$ cat config.mk
export PLATFORM = sky130hd
export DESIGN_NAME = mem_arbiter
export DESIGN_NICKNAME = d
export VERILOG_FILES = /design/src/rtl/mem_arbiter.sv
export SDC_FILE = /design/constraint.sdc
export NUM_CORES = 1
export LEC_CHECK = 0
export ABC_AREA = 0
export CAP_MARGIN = 20
export CORE_MARGIN = 1
export CORE_UTILIZATION = 45
export CTS_CLUSTER_SIZE = 12
export DETAILED_ROUTE_END_ITERATION = 8
export PLACE_DENSITY = 0.86
export SLEW_MARGIN = 5
export SYNTH_ARGS = -nofsm -noshare
export SYNTH_HDL_FRONTEND = slang
export SYNTH_SLANG_ARGS = --single-unit
export TNS_END_PERCENT = 5
$ cat constraint.sdc
create_clock -name clock -period 3.3 [get_ports clock]
set_input_delay 0.33 -clock clock [delete_from_list [all_inputs] [get_ports clock]]
set_output_delay 0.33 -clock clock [all_outputs]
set_load 0.01 [all_outputs]
$ cat src/rtl/mem_arbiter.sv
// mem_arbiter: round-robin arbiter sharing one single-ported data memory
// between the CPU load/store port (0) and the debug/loader port (1).
// One word access is in flight at a time; each access takes an IDLE
// sample cycle followed by a single ACCESS cycle on the memory pins.
//
// Ports:
//   clock, reset          system clock, synchronous active-high reset
//   reqN, weN             access request and write/read select for port N
//   addrN, wdataN         byte address (low 2 bits ignored) and write data
//   gntN                  pulse: port N's access is on the memory pins
//   doneN, errN           pulse: access complete / address out of range
//   rdataN                last read result for port N
//   mwr, moe, ma, mwd     memory write enable, output enable, address, data
//   mrd                   memory read data, combinational from ma
module mem_arbiter #(
   parameter int unsigned MEM_WORDS = 64
) (
   input  logic        clock,
   input  logic        reset,
   input  logic        req0,
   input  logic        we0,
   input  logic [31:0] addr0,
   input  logic [31:0] wdata0,
   input  logic        req1,
   input  logic        we1,
   input  logic [31:0] addr1,
   input  logic [31:0] wdata1,
   output logic        gnt0,
   output logic        gnt1,
   output logic        done0,
   output logic        done1,
   output logic        err0,
   output logic        err1,
   output logic [31:0] rdata0,
   output logic [31:0] rdata1,
   output logic        mwr,
   output logic        moe,
   output logic [31:0] ma,
   output logic [31:0] mwd,
   input  logic [31:0] mrd
);

   typedef enum logic {
      IDLE   = 1'b0,
      ACCESS = 1'b1
   } state_e;

   state_e      state_q, state_d;
   logic        last_q, last_d;
   logic        win_c;
   logic        load_c;
   logic        in_range_c;

   logic        txn_we_q;
   logic [31:0] txn_addr_q;
   logic [31:0] txn_wdata_q;
   logic        done0_q, done1_q;
   logic        err0_q, err1_q;
   logic [31:0] rdata0_q, rdata1_q;

   // Full 30-bit word index compare, zero-extended to the parameter width
   assign in_range_c = ({2'b00, txn_addr_q[31:2]} < MEM_WORDS);

   // State register; last starts at 1 so port 0 wins the first tie
   always_ff @(posedge clock) begin
      if (reset) begin
         state_q <= IDLE;
         last_q  <= 1'b1;
      end else begin
         state_q <= state_d;
         last_q  <= last_d;
      end
   end

   // Next-state and winner selection
   always_comb begin
      state_d = state_q;
      last_d  = last_q;
      win_c   = 1'b0;
      load_c  = 1'b0;
      case (state_q)
         IDLE: begin
            if (req0 || req1) begin
               // Tie goes to the port that did not win last time
               win_c   = (req0 && req1) ? ~last_q : req1;
               last_d  = win_c;
               load_c  = 1'b1;
               state_d = ACCESS;
            end
         end
         ACCESS:  state_d = IDLE;
         default: state_d = IDLE;
      endcase
   end

   // Grant decode and memory pins; enables gated by reset so a reset
   // landing in ACCESS never issues a write
   always_comb begin
      gnt0 = 1'b0;
      gnt1 = 1'b0;
      mwr  = 1'b0;
      moe  = 1'b0;
      ma   = '0;
      mwd  = '0;
      if (state_q == ACCESS) begin
         gnt0 = ~last_q;
         gnt1 = last_q;
         mwr  = txn_we_q & in_range_c & ~reset;
         moe  = ~txn_we_q & ~reset;
         ma   = txn_addr_q;
         mwd  = txn_wdata_q;
      end
   end

   // Transaction capture and per-port completion registers
   always_ff @(posedge clock) begin
      if (reset) begin
         txn_we_q    <= 1'b0;
         txn_addr_q  <= '0;
         txn_wdata_q <= '0;
         done0_q     <= 1'b0;
         done1_q     <= 1'b0;
         err0_q      <= 1'b0;
         err1_q      <= 1'b0;
         rdata0_q    <= '0;
         rdata1_q    <= '0;
      end else begin
         done0_q <= 1'b0;
         done1_q <= 1'b0;
         err0_q  <= 1'b0;
         err1_q  <= 1'b0;
         if (load_c) begin
            txn_we_q    <= win_c ? we1    : we0;
            txn_addr_q  <= win_c ? addr1  : addr0;
            txn_wdata_q <= win_c ? wdata1 : wdata0;
         end
         if (state_q == ACCESS) begin
            if (!last_q) begin
               done0_q <= 1'b1;
               err0_q  <= ~in_range_c;
               if (!txn_we_q) rdata0_q <= in_range_c ? mrd : 32'h0;
            end else begin
               done1_q <= 1'b1;
               err1_q  <= ~in_range_c;
               if (!txn_we_q) rdata1_q <= in_range_c ? mrd : 32'h0;
            end
         end
      end
   end

   assign done0  = done0_q;
   assign done1  = done1_q;
   assign err0   = err0_q;
   assign err1   = err1_q;
   assign rdata0 = rdata0_q;
   assign rdata1 = rdata1_q;

endmodule
======== Yosys cells after proc, flatten, opt, wreduce, memory -nomap -nowiden ========
Cells that the tools add are included.
cells by class
  muxes and demuxes ....................... 18
  divide/modulo/power cells ............... 0
  eq/ne operators ......................... 0
  reduce and logical (&&, ||, !) cells .... 8
  shift-type cells ........................ 0
  multiply operators ...................... 0
  bitwise logic cells ..................... 8
  magnitude comparators ................... 1
  add/sub/neg operators ................... 0
operators with widths
  kind                 count
  $mux 32              5
  $lt 30x7->1 const B  1
  $mux 1               12
  $reduce_and 3->1     2
  $reduce_or 3->1      2
  $not 1->1            5
  $and 1x1->1          3
  $pmux 1 s2           1
  $reduce_and 2->1     1
  $reduce_or 2->1      1
  $logic_and 1x1->1    1
  $logic_or 1x1->1     1
storage, ports and cells
  register bits ........................... 135
  memories ................................ 0
  bits in latches ......................... 0
  output and inout port bits .............. 136
  memory bits (read-only) ................. 0
  RAM bits ................................ 0
  logic and storage cells ................. 46
  input port bits ......................... 166

======== Longest topological paths before layout ========
Gate-level depths: netlist of run 1.
  depth in word-level cells ............... 5
  gate-level depth with buffers ........... 6
  mapped depth without buffers ............ 3

======== Worst setup path after synthesis of run 1 ========
Ideal clock, no wire load.
  kind .................................... flip-flop to output port
  start point ............................. register txn_addr_q[20]
  end point ............................... output mwr
  stages on the path, launching flop included .. 6
  arrival ................................. 1405 ps
  path buffers ............................ 2
  path slack .............................. 1565 ps
  data required time ...................... 2970 ps
  cells stage by stage .................... dfxtp_1 > nor4_1 > nand4_1 > buf_2 > buf_4 > nor3_1
on the way
  cells in the longest elaborated chain, start to end .. 4
RTL lines
  item                      line  RTL
  from (decl)               55    logic [31:0] txn_addr_q;
  from (signal assigned)    134   txn_addr_q <= win_c ? addr1 : addr0;
  $lt 30x7->1               62    assign in_range_c = ({2'b00, txn_addr_q[31:2]} < MEM_WORDS);
  $and 1x1->1 (2 in a row)  108   mwr = txn_we_q & in_range_c & ~reset;
  $mux 1                    105   if (state_q == ACCESS) begin
  to (decl)                 36    output logic mwr,
No other way between the ends.

======== Worst setup path in the final report of run 1 ========
  start point ............................. register state_q
  end point ............................... output gnt0
on the way
  cells in the longest elaborated chain, start to end .. 1
RTL lines
  item                    line  RTL
  from (decl)             48    state_e state_q, state_d;
  from (signal assigned)  70    state_q <= state_d;
  $mux 1                  105
  to (decl)               28    output logic gnt0,
No other way between the ends.

==> results of run 1 <==
-- cells in the final DEF (no fill, tap or decap), types with 2 or more instances in the layout --
master             n
nand3b_1          66
o21bai_1          66
clkdlybuf4s50_1  300
nor4_1             6
and2_1            65
or2b_1            15
o41ai_2           27
buf_4              8
a32o_1            65
dfxtp_1          134
clkbuf_8           4
o21a_1             2
buf_12             4
o41ai_1           37
clkbuf_16         17
diode_2            2
clkinv_2           2
clkbuf_1           2
nand2b_1          83
bufinv_16          5
nor2b_1            3
-- kinds of logic (layout without fill, tap and decap cells) --
logic type	after synthesis	after routing	synth area share
compound gates	200	200	0.294
other cells	0	2	0
simple gates	246	246	0.247
buf+inv	82	344	0.0517
flops	135	135	0.407
-- power by group through the flow --
stage | Combinational [mW] | Sequential [mW] | Clock, mW
after floorplan | 0.427 | 1.78 | 0
after global placement | 0.760 | 1.81 | 0
after detailed placement | 0.765 | 1.81 | 0
after CTS | 0.771 | 1.77 | 2.14
after global routing | 0.823 | 1.79 | 2.22
final | 0.766 | 1.78 | 2.10
-- through the flow --
step	hold slack (ns)	area (sq um)	total power, mW	cells	setup WS, ns
global route	0.475	10400	4.83	1111	0.501
global placement	0.439	9700	2.57	1078	1.10
CTS	0.458	10400	4.68	1109	0.640
floorplan	0.434	6630	2.21	663	1.57
detailed placement	0.446	9700	2.57	1078	1.10
finish	0.458	10400	4.64	1111	0.667
-- per-layer routing --
metal,up-vias,track usage,part of all wire
met5,-,0,0
met4,0,0.136,0.030
met3,38,0.101,0.090
met2,251,0.440,0.49
met1,2933,0.296,0.39
li1,2984,-,-
-- sequential cells by signal (all words and copies together), names as in the netlist --
register / flops
state_q: 1
err1: 1
rdata0: 32
txn_wdata_q: 32
last_q: 1
txn_we_q: 1
done1: 1
err0: 1
txn_addr_q: 32
done0: 1
rdata1: 32
-- worst max-delay path by stage --
| stage | slack (ns) | startpoint | cells past startpoint | endpoint |
|---|---|---|---|---|
| 2_1_floorplan | 1.57 | txn_addr_q[20] | 5 | mwr |
| 6_report | 0.67 | state_q | 3 | gnt0 |
| 3_5_place_dp | 1.10 | state_q | 3 | gnt0 |
| 3_3_place_gp | 1.10 | state_q | 3 | gnt0 |
| 4_1_cts | 0.64 | state_q | 3 | gnt0 |
| 5_1_grt | 0.50 | state_q | 3 | gnt0 |
-- final cells by class --
cell class | count | area share
Sequential cell | 135 | 0.261
Multi-Input combinational cell | 446 | 0.349
Clock inverter | 8 | 0.0162
Antenna cell | 2 | 0.000483
Timing Repair Buffer | 313 | 0.304
Tap cell | 184 | 0.0222
Clock buffer | 23 | 0.0471
-- worst max-delay path: cells and delay by family, from the launching register on --
family	cells	cell delay [ns]
simple gates	1	0.22
flops	1	0.71
buf+inv	2	0.95
==> results.toml, run 1 <==
[clock_tree]
cts_tree = "done"
cts.sinks = 135
clockBufferDepth = 2
cts-resized-gates = 0
clkTransAtPathRegs_ns = 0.06
cts_root_buffer = "clkbuf_16"
cts.htree.levels = 4
postCtsSetupBuffers = 0
clk-insertion-delay-late_ns = 0.41
cts_buffers = 17
hold_buffers = 0

[synthesis]
synth_cells = 663
synth-edff-count = 0
synth-seq-area-share = 0.407
syn_avg_cell_area_sq_um = 10.0
syn_area_sq_um = 6630
synth_top_area_frac = 0.407
synth_largest_area_cell = "dfxtp_1"
synth_area_leaders = "dfxtp_1 41%, a32o_1 9.8%, nand2b_1 7.8%, nand3b_1 7.5%, o21bai_1 7.5%"
synth-seq-cells = 135
ys_warn_count = 0
async_flop_share = 0
synth_commonest_cells = "135 x dfxtp_1, 83 x nand2b_1, 66 x nand3b_1, 66 x o21bai_1"
synth_fp_nets = 829
synth.most_common_cell = "dfxtp_1"
synthDistinctLibCells = 27
ys.flop_type = "dfxtp_1"

[finish]
drive_above_1_share = 0.0822
nets = 1079
regArea_sq_um = 2710
multi_input_area_sq_um = 3620
fin_util = 0.716
syn2layout_area_growth_pct = 56.2
fillCellCount = 1060

[drt]
viasPerCell = 5.59
wire_per_inst_um = 18.5
first_pass_iters = 5
drc_errors = 0
antenna_left = 0
vias = 6206
totalWireLength_um = 20600
drt_first_iter_violations = 427

[place]
place_congestion = 0.850
io_buffers = 301
hpwl_um = 13900

[timing]
fmax_ghz = 0.380
rsz0062_at_grt = "false"
hold_violations = 0
fin_crit_sh = 0.798
setup_viol = 0
slew_headroom = 0.440
worst_pin_slew_ns = 0.840
layout_min_cycle_time_ns = 2.63
final-max-slew-violation-count = 0
skew_ns = 0.0121
tns_ns = 0

[worst_hold_path]
min_to = "txn_wdata_q[5]"
hold_start = "txn_wdata_q[5]"
hold_path.class = "flop to flop"
worstHoldPathCells = 1

[pwr]
power.switching_mw = 1.11
clockPowerShare = 0.452
p_seq_frac = 0.382
p_int_mw = 3.53
p_sw_frac = 0.239
peakVddDrop_mv = 0.312
combPwrFrac = 0.165
p_leak_nw = 3.71
p_per_area_nw_per_um2 = 448

[global_route]
grt-ovfl-total = 0
grt_usage = 0.266
grt_first_pass_wirelength_um = 30700
grt_pass1_vias = 5865
grt_max_degree = 75
antenna_found_initial = 2

[setup_path]
r2r_slack_ns = 1.19
end_kind = "primary output"
rr_worst_depth = 3
crit_slowest_cell = "dfxtp_4"
critPathMaxStageDelay_ns = 0.71
critPathRequiredTime_ns = 2.97
cp-start-kind = "flop"
cp_cell_sequence = "buf_4, nor2b_1, clkdlybuf4s50_1"
r2r_end = "rdata0[0]"
critPathKind = "flop to primary output"
r2r-start = "state_q"
crit_fanout = 67
worstPathArrival_ns = 2.30

[flow_run]
cap_violations = 0

[die]
initial_core_util = 0.458
fp.coreArea_sq_um = 14500
row_count = 44
io-pin-count = 302
die_area_sq_um = 15200
die_w_um = 123
die_h_um = 123

[outcome]
status = "finished clean"
(Power assumes the default switching activity.)
==> run 2: changes to the inputs <==
--- a/config.mk
+++ b/config.mk
@@ -8,10 +8,10 @@
 export ABC_AREA = 0
 export CAP_MARGIN = 20
 export CORE_MARGIN = 1
-export CORE_UTILIZATION = 45
+export CORE_UTILIZATION = 38
 export CTS_CLUSTER_SIZE = 12
 export DETAILED_ROUTE_END_ITERATION = 8
-export PLACE_DENSITY = 0.86
+export PLACE_DENSITY = 0.77
 export SLEW_MARGIN = 5
 export SYNTH_ARGS = -nofsm -noshare
 export SYNTH_HDL_FRONTEND = slang
==> constraint.sdc (replaced) <==
create_clock -name clock -period 2.4 [get_ports clock]
set_input_delay 0.24 -clock clock [delete_from_list [all_inputs] [get_ports clock]]
set_output_delay 0.24 -clock clock [all_outputs]
set_load 0.01 [all_outputs]
==> run 2 against run 1 <==
  * First-iteration DRC count down 11%
  * Wire length down 1.2%
  * Clock power up 30%
  * Cell count up 3.3%
  * Die area up 18%
  * Setup slack worse by 0.55 ns
  * Combinational power up 41%
  * Highest routed layer unchanged
  * Register-to-register slack worse by 0.67 ns
  * Utilization down 9.7 points
  * Sequential power up 36%
==> results.toml, run 2 (synthesized netlist as in run 1, its figures left out) <==
[outcome]
status = "finished clean"

[die]
io-pin-count = 302
die_w_um = 134
die_h_um = 134
row_count = 47
initial_core_util = 0.394
fp.coreArea_sq_um = 16800
die_area_sq_um = 18000

[timing]
hold_violations = 0
timing.hold.ws_ns = 0.158
layout_min_cycle_time_ns = 2.28
rsz0062_at_grt = "false"
skew_ns = 0.00889
setup_viol = 0
fmax_ghz = 0.439
final-max-slew-violation-count = 0
fin_crit_sh = 0.950
tns_ns = 0
slew_headroom = 0.437
worst_pin_slew_ns = 0.844

[finish]
mostFrequentLayoutCells = "299 x clkdlybuf4s50_1, 134 x dfxtp_1, 83 x nand2b_1"
layout_commonest_cell = "clkdlybuf4s50_1"
drive_above_1_share = 0.0884
nets = 1081
diodes = 0
syn2layout_area_growth_pct = 57.0

[drt]
antenna_left = 0
drt_first_iter_violations = 382
viasPerCell = 5.39
vias = 6184
totalWireLength_um = 20400
first_pass_iters = 4
wire_per_inst_um = 17.7
drc_errors = 0

[global_route]
grt-ovfl-total = 0
grt_usage = 0.223
antenna_found_initial = 0
grt_max_degree = 99
grt_first_pass_wirelength_um = 31400
grt_pass1_vias = 5939

[worst_hold_path]
hold_path.class = "primary input to flop"

[setup_path]
worstPathArrival_ns = 2.04
critPathKind = "flop to primary output"
critPathRequiredTime_ns = 2.16
crit_fanout = 34
end_kind = "primary output"
cp-start-kind = "flop"

[pwr]
peakVddDrop_mv = 0.450
p_leak_nw = 3.71
p_per_area_nw_per_um2 = 599

[clock_tree]
cts_root_buffer = "clkbuf_16"
cts_buffers = 17
cts.sinks = 135
hold_buffers = 0
clk-insertion-delay-late_ns = 0.42
cts_tree = "done"
clockBufferDepth = 2
cts.htree.levels = 4
clkTransAtPathRegs_ns = 0.06

[place]
io_buffers = 301
place_congestion = 0.783
hpwl_um = 13700

[flow_run]
cap_violations = 0
## run 2: critical path, cell delays in order (launching register included)
cell             delay (ns)
dfxtp_4                0.50
buf_4                  0.36
and2_1                 0.19
clkdlybuf4s50_1        0.57
## run 2: final cells by class
cell class,count,area [sq um]
multi-input combinational,446,3620
sequential,135,2710
clock inverter,13,168
timing repair buffer,315,3190
fill,1445,6410
tap,220,275
clock buffer,19,453
## run 2: final timing paths
check	slack, ns	startpoint	endpoint	cells after the start
max	0.12	state_q	mwd[19]	3
min	0.16	reset	last_q	2
max reg2reg	0.52	txn_addr_q[19]	rdata1[2]	4
min reg2reg	0.46	txn_addr_q[6]	txn_addr_q[6]	1
## run 2: power breakdown
part | leakage (nW) | switching, mW | internal (mW)
Sequential | 1.10 | 0.0690 | 2.35
Clock | 0.289 | 1.03 | 1.70
Combinational | 2.32 | 0.508 | 0.572
## run 2: layer usage
| layer | wire [um] | GRT usage |
|---|---|---|
| met2 | 9680 | 0.364 |
| met5 | 0 | 0 |
| met3 | 1820 | 0.0816 |
| met4 | 422 | 0.0861 |
| met1 | 8440 | 0.265 |
## run 2: what timing repair did
action | in CTS | in global routing
setup buffers | 0 | 0
hold endpoints to repair | 0 | 0
setup endpoints to repair | 1 | 0
resized for setup | 2 | 0
## run 2: metrics by stage
step | instance area, sq um | setup slack (ns) | total power [mW] | util | cells
3_5_place_dp | 9790 | 0.375 | 3.55 | 0.582 | 1116
3_3_place_gp | 9790 | 0.397 | 3.54 | 0.582 | 1116
5_1_grt | 10400 | 0.0163 | 6.47 | 0.619 | 1148
6_report | 10400 | 0.121 | 6.23 | 0.619 | 1148
4_1_cts | 10400 | 0.101 | 6.30 | 0.619 | 1148
2_1_floorplan | 6630 | 0.755 | 3.03 | - | 663
